$ cat src/rtl/binary_gcd_lcm_engine_pkg.sv
// Shared constants for the binary GCD/LCM engine: one-hot state encoding and mode values.
// Optional build macro used by the engine: GCD_STEP_COUNT_EN.
package gcd_pkg;

  typedef logic [4:0] state_t;

  localparam state_t IDLE = 5'b00001;
  localparam state_t SUB  = 5'b00010;
  localparam state_t MULT = 5'b00100;
  localparam state_t DIV  = 5'b01000;
  localparam state_t DONE = 5'b10000;

  localparam logic MODE_GCD = 1'b0;
  localparam logic MODE_LCM = 1'b1;

  function automatic int cw_of(input int width);
    return $clog2(width + 1);
  endfunction

endpackage

$ cat src/rtl/binary_gcd_lcm_engine_if.sv
// Bus interface for the GCD/LCM engine; the Steps signal exists only with GCD_STEP_COUNT_EN.
// Handshake: Start is sampled only in IDLE (one op per sampled Start), the result is valid
// while q_Done is high, and Ack is sampled only in DONE to release it back to IDLE.
interface binary_gcd_lcm_engine_if #(
  parameter int WIDTH = 8
);
  localparam int CW = $clog2(WIDTH + 1);

  logic                 Start;
  logic                 Ack;
  logic                 CEN;
  logic                 Mode;
  logic [WIDTH-1:0]     Ain;
  logic [WIDTH-1:0]     Bin;
  logic [WIDTH-1:0]     A;
  logic [WIDTH-1:0]     B;
  logic [2*WIDTH-1:0]   Result;
  logic [CW-1:0]        i_count;
  logic                 Zero;
  logic                 Busy;
  logic                 q_I;
  logic                 q_Sub;
  logic                 q_Mult;
  logic                 q_Div;
  logic                 q_Done;
`ifdef GCD_STEP_COUNT_EN
  logic [15:0]          Steps;

  modport master (
    output Start, Ack, CEN, Mode, Ain, Bin,
    input  A, B, Result, i_count, Zero, Busy,
    input  q_I, q_Sub, q_Mult, q_Div, q_Done, Steps
  );

  modport slave (
    input  Start, Ack, CEN, Mode, Ain, Bin,
    output A, B, Result, i_count, Zero, Busy,
    output q_I, q_Sub, q_Mult, q_Div, q_Done, Steps
  );
`else
  modport master (
    output Start, Ack, CEN, Mode, Ain, Bin,
    input  A, B, Result, i_count, Zero, Busy,
    input  q_I, q_Sub, q_Mult, q_Div, q_Done
  );

  modport slave (
    input  Start, Ack, CEN, Mode, Ain, Bin,
    output A, B, Result, i_count, Zero, Busy,
    output q_I, q_Sub, q_Mult, q_Div, q_Done
  );
`endif

endinterface

$ cat src/rtl/binary_gcd_lcm_engine_div.sv
// Restoring divider, one quotient bit per enabled step, WIDTH steps per division.
// quotient/done describe the step in progress so the caller can use the final quotient on that edge.
module gcd_restoring_div
  import gcd_pkg::*;
#(
  parameter int WIDTH = 8
) (
  input  logic             Clk,
  input  logic             Reset,
  input  logic             load,
  input  logic             step,
  input  logic [WIDTH-1:0] dividend,
  input  logic [WIDTH-1:0] divisor,
  output logic [WIDTH-1:0] quotient,
  output logic             done
);
  localparam int CW = cw_of(WIDTH);

  logic [WIDTH-1:0] r_rem;
  logic [WIDTH-1:0] r_quo;
  logic [WIDTH-1:0] r_div;
  logic [CW-1:0]    r_cnt;

  logic [WIDTH:0]   w_shift;
  logic             w_ge;
  logic [WIDTH-1:0] w_diff;
  logic [WIDTH-1:0] w_rem_next;
  logic [WIDTH-1:0] w_quo_next;

  // The dividend is shifted out of the quotient register MSB-first as quotient bits fill in.
  assign w_shift    = {r_rem, r_quo[WIDTH-1]};
  assign w_ge       = (w_shift >= {1'b0, r_div});
  assign w_diff     = w_shift[WIDTH-1:0] - r_div;
  assign w_rem_next = w_ge ? w_diff : w_shift[WIDTH-1:0];
  assign w_quo_next = {r_quo[WIDTH-2:0], w_ge};

  assign quotient = w_quo_next;
  assign done     = (r_cnt == CW'(WIDTH - 1));

  always_ff @(posedge Clk or posedge Reset) begin
    if (Reset) begin
      r_rem <= '0;
      r_quo <= '0;
      r_div <= '0;
      r_cnt <= '0;
    end else if (load) begin
      r_rem <= '0;
      r_quo <= dividend;
      r_div <= divisor;
      r_cnt <= '0;
    end else if (step) begin
      r_rem <= w_rem_next;
      r_quo <= w_quo_next;
      r_cnt <= r_cnt + CW'(1);
    end
  end

endmodule

$ cat src/rtl/binary_gcd_lcm_engine.sv
// Multi-cycle binary (Stein) GCD with optional LCM = (Ain/GCD)*Bin via a restoring divider.
// Build macro GCD_STEP_COUNT_EN adds a saturating Steps counter on the bus.
module binary_gcd_lcm_engine
  import gcd_pkg::*;
#(
  parameter int WIDTH = 8
) (
  input  logic                   Clk,
  input  logic                   Reset,
  binary_gcd_lcm_engine_if.slave bus
);
  localparam int CW = cw_of(WIDTH);

  state_t             r_state;
  logic [WIDTH-1:0]   r_a;
  logic [WIDTH-1:0]   r_b;
  logic [WIDTH-1:0]   r_gcd;
  logic [WIDTH-1:0]   r_ain;
  logic [WIDTH-1:0]   r_bin;
  logic [2*WIDTH-1:0] r_result;
  logic [CW-1:0]      r_count;
  logic               r_zero;
  logic               r_mode;

  logic               w_div_load;
  logic               w_div_step;
  logic               w_div_last;
  logic [WIDTH-1:0]   w_divisor;
  logic [WIDTH-1:0]   w_quotient;
  logic [2*WIDTH-1:0] w_product;

  // The divider is loaded on the same edge the FSM enters DIV, with the final GCD as divisor.
  always_comb begin
    w_div_load = 1'b0;
    w_divisor  = r_a;
    if (bus.CEN && r_mode == MODE_LCM) begin
      if (r_state == SUB && r_a == r_b && r_count == '0) begin
        w_div_load = 1'b1;
        w_divisor  = r_a;
      end else if (r_state == MULT && r_count <= CW'(1)) begin
        w_div_load = 1'b1;
        w_divisor  = r_gcd << 1;
      end
    end
  end

  assign w_div_step = bus.CEN && (r_state == DIV);
  assign w_product  = {{WIDTH{1'b0}}, w_quotient} * {{WIDTH{1'b0}}, r_bin};

  gcd_restoring_div #(
    .WIDTH (WIDTH)
  ) u_div (
    .Clk      (Clk),
    .Reset    (Reset),
    .load     (w_div_load),
    .step     (w_div_step),
    .dividend (r_ain),
    .divisor  (w_divisor),
    .quotient (w_quotient),
    .done     (w_div_last)
  );

  always_ff @(posedge Clk or posedge Reset) begin
    if (Reset) begin
      r_state  <= IDLE;
      r_a      <= '0;
      r_b      <= '0;
      r_gcd    <= '0;
      r_ain    <= '0;
      r_bin    <= '0;
      r_result <= '0;
      r_count  <= '0;
      r_zero   <= 1'b0;
      r_mode   <= MODE_GCD;
    end else begin
      case (r_state)
        IDLE: begin
          r_a      <= bus.Ain;
          r_b      <= bus.Bin;
          r_ain    <= bus.Ain;
          r_bin    <= bus.Bin;
          r_gcd    <= '0;
          r_count  <= '0;
          r_result <= '0;
          r_zero   <= 1'b0;
          r_mode   <= bus.Mode;
          if (bus.Start) begin
            if (bus.Ain == '0 || bus.Bin == '0) begin
              // With one operand zero the OR is the other operand; gcd(0,0) falls out as 0.
              r_zero   <= 1'b1;
              r_result <= (bus.Mode == MODE_GCD) ? {{WIDTH{1'b0}}, bus.Ain | bus.Bin} : '0;
              r_state  <= DONE;
            end else begin
              r_state  <= SUB;
            end
          end
        end

        SUB: begin
          if (bus.CEN) begin
            if (r_a == r_b) begin
              r_gcd <= r_a;
              if (r_count != '0) begin
                r_state <= MULT;
              end else if (r_mode == MODE_LCM) begin
                r_state <= DIV;
              end else begin
                r_result <= {{WIDTH{1'b0}}, r_a};
                r_state  <= DONE;
              end
            end else if (r_a < r_b) begin
              r_a <= r_b;
              r_b <= r_a;
            end else if (r_a[0] && r_b[0]) begin
              r_a <= r_a - r_b;
            end else if (!r_a[0] && !r_b[0]) begin
              r_a     <= r_a >> 1;
              r_b     <= r_b >> 1;
              r_count <= r_count + CW'(1);
            end else if (!r_a[0]) begin
              r_a <= r_a >> 1;
            end else begin
              r_b <= r_b >> 1;
            end
          end
        end

        MULT: begin
          if (bus.CEN) begin
            r_gcd   <= r_gcd << 1;
            r_count <= r_count - CW'(1);
            if (r_count <= CW'(1)) begin
              if (r_mode == MODE_LCM) begin
                r_state <= DIV;
              end else begin
                r_result <= {{WIDTH{1'b0}}, (r_gcd << 1)};
                r_state  <= DONE;
              end
            end
          end
        end

        DIV: begin
          if (bus.CEN && w_div_last) begin
            r_result <= w_product;
            r_state  <= DONE;
          end
        end

        DONE: begin
          if (bus.Ack) begin
            r_state <= IDLE;
          end
        end

        default: begin
          r_state <= IDLE;
        end
      endcase
    end
  end

`ifdef GCD_STEP_COUNT_EN
  logic [15:0] r_steps;

  always_ff @(posedge Clk or posedge Reset) begin
    if (Reset) begin
      r_steps <= '0;
    end else if (r_state == IDLE) begin
      r_steps <= '0;
    end else if (bus.CEN && (r_state == SUB || r_state == MULT || r_state == DIV)
                 && r_steps != 16'hFFFF) begin
      r_steps <= r_steps + 16'd1;
    end
  end

  assign bus.Steps = r_steps;
`endif

  assign bus.A       = r_a;
  assign bus.B       = r_b;
  assign bus.Result  = r_result;
  assign bus.i_count = r_count;
  assign bus.Zero    = r_zero;
  assign bus.Busy    = !(r_state == IDLE || r_state == DONE);
  assign bus.q_I     = r_state[0];
  assign bus.q_Sub   = r_state[1];
  assign bus.q_Mult  = r_state[2];
  assign bus.q_Div   = r_state[3];
  assign bus.q_Done  = r_state[4];

endmodule

$ cat src/flat_wrapper.sv
// flat-port wrapper written by rule: the top's interface ports become plain ports
module binary_gcd_lcm_engine_flat import gcd_pkg::*;
#(
  parameter int WIDTH = 8
)
  (Clk, Reset, bus_Start, bus_Ack, bus_CEN, bus_Mode, bus_Ain, bus_Bin, bus_A, bus_B, bus_Result, bus_i_count, bus_Zero, bus_Busy, bus_q_I, bus_q_Sub, bus_q_Mult, bus_q_Div, bus_q_Done);
  binary_gcd_lcm_engine_if #(.WIDTH(WIDTH)) bus_i ();
  input  logic Clk;
  input  logic Reset;
  input wire logic [$bits(bus_i.Start)-1:0] bus_Start;
  input wire logic [$bits(bus_i.Ack)-1:0] bus_Ack;
  input wire logic [$bits(bus_i.CEN)-1:0] bus_CEN;
  input wire logic [$bits(bus_i.Mode)-1:0] bus_Mode;
  input wire logic [$bits(bus_i.Ain)-1:0] bus_Ain;
  input wire logic [$bits(bus_i.Bin)-1:0] bus_Bin;
  output wire logic [$bits(bus_i.A)-1:0] bus_A;
  output wire logic [$bits(bus_i.B)-1:0] bus_B;
  output wire logic [$bits(bus_i.Result)-1:0] bus_Result;
  output wire logic [$bits(bus_i.i_count)-1:0] bus_i_count;
  output wire logic [$bits(bus_i.Zero)-1:0] bus_Zero;
  output wire logic [$bits(bus_i.Busy)-1:0] bus_Busy;
  output wire logic [$bits(bus_i.q_I)-1:0] bus_q_I;
  output wire logic [$bits(bus_i.q_Sub)-1:0] bus_q_Sub;
  output wire logic [$bits(bus_i.q_Mult)-1:0] bus_q_Mult;
  output wire logic [$bits(bus_i.q_Div)-1:0] bus_q_Div;
  output wire logic [$bits(bus_i.q_Done)-1:0] bus_q_Done;
  assign bus_i.Start = bus_Start;
  assign bus_i.Ack = bus_Ack;
  assign bus_i.CEN = bus_CEN;
  assign bus_i.Mode = bus_Mode;
  assign bus_i.Ain = bus_Ain;
  assign bus_i.Bin = bus_Bin;
  assign bus_A = bus_i.A;
  assign bus_B = bus_i.B;
  assign bus_Result = bus_i.Result;
  assign bus_i_count = bus_i.i_count;
  assign bus_Zero = bus_i.Zero;
  assign bus_Busy = bus_i.Busy;
  assign bus_q_I = bus_i.q_I;
  assign bus_q_Sub = bus_i.q_Sub;
  assign bus_q_Mult = bus_i.q_Mult;
  assign bus_q_Div = bus_i.q_Div;
  assign bus_q_Done = bus_i.q_Done;
  binary_gcd_lcm_engine #(.WIDTH(WIDTH)) u_core (.Clk(Clk), .Reset(Reset), .bus(bus_i));
endmodule
$ cat config.mk
export PLATFORM = sky130hd
export DESIGN_NAME = binary_gcd_lcm_engine_flat
export DESIGN_NICKNAME = d
export VERILOG_FILES = /design/src/rtl/binary_gcd_lcm_engine_pkg.sv /design/src/rtl/binary_gcd_lcm_engine_if.sv /design/src/rtl/binary_gcd_lcm_engine_div.sv /design/src/rtl/binary_gcd_lcm_engine.sv /design/src/flat_wrapper.sv
export SDC_FILE = /design/constraint.sdc
export NUM_CORES = 1
export LEC_CHECK = 0
export CORE_MARGIN = 2
export CORE_UTILIZATION = 35
export DETAILED_ROUTE_END_ITERATION = 10
export PLACE_DENSITY_LB_ADDON = 0.15
export SLEW_MARGIN = 20
export SYNTH_ARGS = -nofsm -noshare
export SYNTH_HDL_FRONTEND = slang
export SYNTH_SLANG_ARGS = --single-unit
$ cat constraint.sdc
create_clock -name Clk -period 10.85 [get_ports Clk]
set_input_delay 2.17 -clock Clk [delete_from_list [all_inputs] [get_ports Clk]]
set_output_delay 2.17 -clock Clk [all_outputs]
set_load 0.02 [all_outputs]
==> reports/metrics.csv <==
metric,value,unit
status,finished clean,
synthArstFlopShare,100,%
yosysTopAreaCellShare,30.0,%
diodes,0,
period_share,54.8,%
postCtsSetupRepairBufs,0,
synth_seq_cells,94,
gp_congestion,0.819,
clk_pin_slew,0.07,ns
cts_max_level,3,
finClkSkew,0.0155,ns
critPathRequiredTime,11.08,ns
synth.most_common_cell,nand2_1,
crit_type,register to register,
peakVddDrop,0.181,mV
detail_route.wl_per_cell,18.6,um
fin_hold_ws,0.477,ns
antenna_found_initial,0,
overflow,0,
clk_latency,0.36,ns
fin_nets,1056,
hold_viol_final,0,
clock_sinks,94,
fin_crit,5.95,ns
ys.flop_type,dfrtp_1,
hpwl,16900,um
remaining_drc_errors,0,
post_synth_num_cell_types,74,
vias,6515,
fmax,168,MHz
core_area,0.0218,mm^2
cts_tree,yes,
io_pins,65,
hp-start,u_core.r_ain[4],
drt_iter0_markers,415,
setup_viol,0,
crit_arrival,6.18,ns
postSynthAreaPerCell,8.64,um^2
cts_max_path_buffers,2,
start_util,35.6,%
hold_class,register to register,
cts-buffers-inserted,9,
worstSetupEndpointType,register,
p_sw_share,51.9,%
p_comb_share,66.7,%
drive_above_1_share,5.41,%
p_sw,1.65,mW
p_int,1.53,mW
io_buffer_count,64,
synth_common_cells,"nand2_1, dfrtp_1, inv_1",
slew_viol_final,0,
p_leak,4.10,nW
drv_cap,0,
p_seq_share,23.1,%
grt_pass1_vias,6628,
seq_area_frac_synth,30.3,%
num_rows,54,
synth_warnings,0,
drtPass1Iterations,4,
synth_edf_count,0,
postSynthCellCount,899,
die-area,0.0234,mm^2
tightest_slew,1.00,ns
syn_area,0.00776,mm^2
critPathLaunchType,register,
synth_nets,1017,
cts_resized,0,
synth_area_leaders,"dfrtp_1, fa_1, ha_1",
power_frac_clock,10.2,%
die_w,153,um
crit_path_start,u_core.u_div.r_div[1],
tns,0,ns
reg2reg_slack,4.90,ns
rsz0062_at_grt,false,
ctsHoldBuffers,0,
wirelength,22700,um
grt_pass1_wl,38100,um
synth_top_area_cell,dfrtp_1,
crit-reg2reg-launch,u_core.u_div.r_div[1],
cellPowerDensity,356,mW/mm^2
clockRootBuffer,clkbuf_16,
track_usage,20.4,%
slew_headroom,33.2,%
die_y,153,um
vias_per_cell,5.33,
area_delta_synth_final,14.8,%
crit_path_max_fanout,11,
grt_max_degree,68,
ant_nets,0,
[stage by stage]
step / setup slack [ns] / cells / utilization (%) / power (mW) / area (um^2)
finish: 4.90 / 1223 / 40.8 / 3.17 / 8910
global route: 4.50 / 1223 / 40.8 / 3.51 / 8910
CTS: 4.88 / 1223 / 40.8 / 3.19 / 8910
floorplan: 5.31 / 899 / - / 2.26 / 7760
detailed placement: 4.92 / 1207 / 39.5 / 2.85 / 8630
global placement: 4.96 / 1207 / 39.5 / 2.85 / 8630
[path summary, 6_finish.rpt]
check,endpoint,depth (start not counted)
max,u_core.bus.Result[14],19
min,u_core.r_ain[4],2
max reg2reg,u_core.bus.Result[14],19
min reg2reg,u_core.r_ain[4],2
max in group asynchronous,u_core.bus.B[5],3
min in group asynchronous,u_core.u_div.r_rem[5],2
[flip-flops by register name (all words and copies together) (netlist names)]
register and flops:
u_core.r_mode 1, u_core.bus.B 8, u_core.u_div.r_rem 8, u_core.bus.i_count 4, u_core.u_div.r_div 8, u_core.u_div.r_quo 8, u_core.r_ain 8, u_core.r_state 5
u_core.u_div.r_cnt 4, u_core.bus.A 8, u_core.bus.Zero 1, u_core.r_gcd 7, u_core.r_bin 8, u_core.bus.Result 16
[critical path: stages (launching register included)]
cell and delay [ns]:
dfrtp_1 0.39, inv_1 0.06, ha_1 0.27, nor2b_1 0.20, o31a_1 0.17, nor4_1 0.06, o311ai_2 0.61, buf_4 0.33
nand2_1 0.11, fa_1 0.52, fa_1 0.51, fa_1 0.52, fa_1 0.54, inv_1 0.04, ha_1 0.25, or4_1 0.52
o22ai_1 0.30, o21ai_0 0.18, xnor2_1 0.16, o2bb2ai_1 0.08
[cell families after synthesis]
| group | Yosys count | share of synthesized area, % |
|---|---|---|
| AND/OR/NAND/NOR | 337 | 20.3 |
| AO/OA/AOI/OAI | 194 | 17.7 |
| buffers and inverters | 130 | 6.61 |
| adder cells (fa/ha/maj) | 96 | 19.1 |
| flip-flops | 94 | 30.3 |
| XOR/XNOR | 25 | 2.82 |
| multiplexers | 23 | 3.11 |
[layer usage]
layer,wire length (um),track usage [%],share of wire (%),vias up
met5,0,0,0,-
met2,9640,30.0,42,171
met4,151,3.22,0.66,0
met1,11700,31.9,52,3175
li1,-,-,-,3161
met3,1220,3.46,5.3,8
[power by group through the flow]
| stage | clock (mW) | sequential (mW) | combinational, mW |
|---|---|---|---|
| after floorplan | 0 | 0.668 | 1.60 |
| after global placement | 0 | 0.736 | 2.11 |
| after detailed placement | 0 | 0.735 | 2.12 |
| after CTS | 0.333 | 0.731 | 2.13 |
| after global routing | 0.348 | 0.761 | 2.40 |
| final | 0.324 | 0.734 | 2.11 |
[layout by cell type (no fill, tap or decap), types with 5 or more instances in the layout]
cell | netlist | layout
ha_1 | 58 | 58
o21a_1 | 7 | 7
xor2_1 | 14 | 14
clkdlybuf4s50_1 | 0 | 64
o2bb2ai_1 | 9 | 9
buf_4 | 0 | 7
o31ai_1 | 8 | 8
a21oi_1 | 27 | 27
dfrtp_1 | 93 | 93
nand2_1 | 158 | 158
nand2b_1 | 7 | 7
a41oi_1 | 5 | 5
fa_1 | 38 | 38
a211oi_1 | 7 | 7
a22oi_1 | 15 | 15
xnor2_1 | 11 | 11
o21ai_0 | 30 | 30
mux2_2 | 8 | 8
inv_1 | 87 | 86
nand3_1 | 14 | 14
nor2_1 | 67 | 66
o211ai_1 | 8 | 8
a31oi_1 | 16 | 16
a21o_1 | 5 | 5
mux2i_1 | 14 | 14
clkbuf_16 | 0 | 9
and2_1 | 35 | 35
nor4_1 | 6 | 6
o21ai_1 | 13 | 13
nor3_1 | 10 | 10
o21bai_1 | 8 | 8
[cell type report]
type,count,area (um^2)
fillers,2238,12900
clock buffers,11,243
repair buffers,71,693
clock inverters,5,41.3
well taps,280,350
flip-flops and latches,94,2350
multi-input cells,675,4900
inverters,87,329
(Power assumes the default switching activity.)
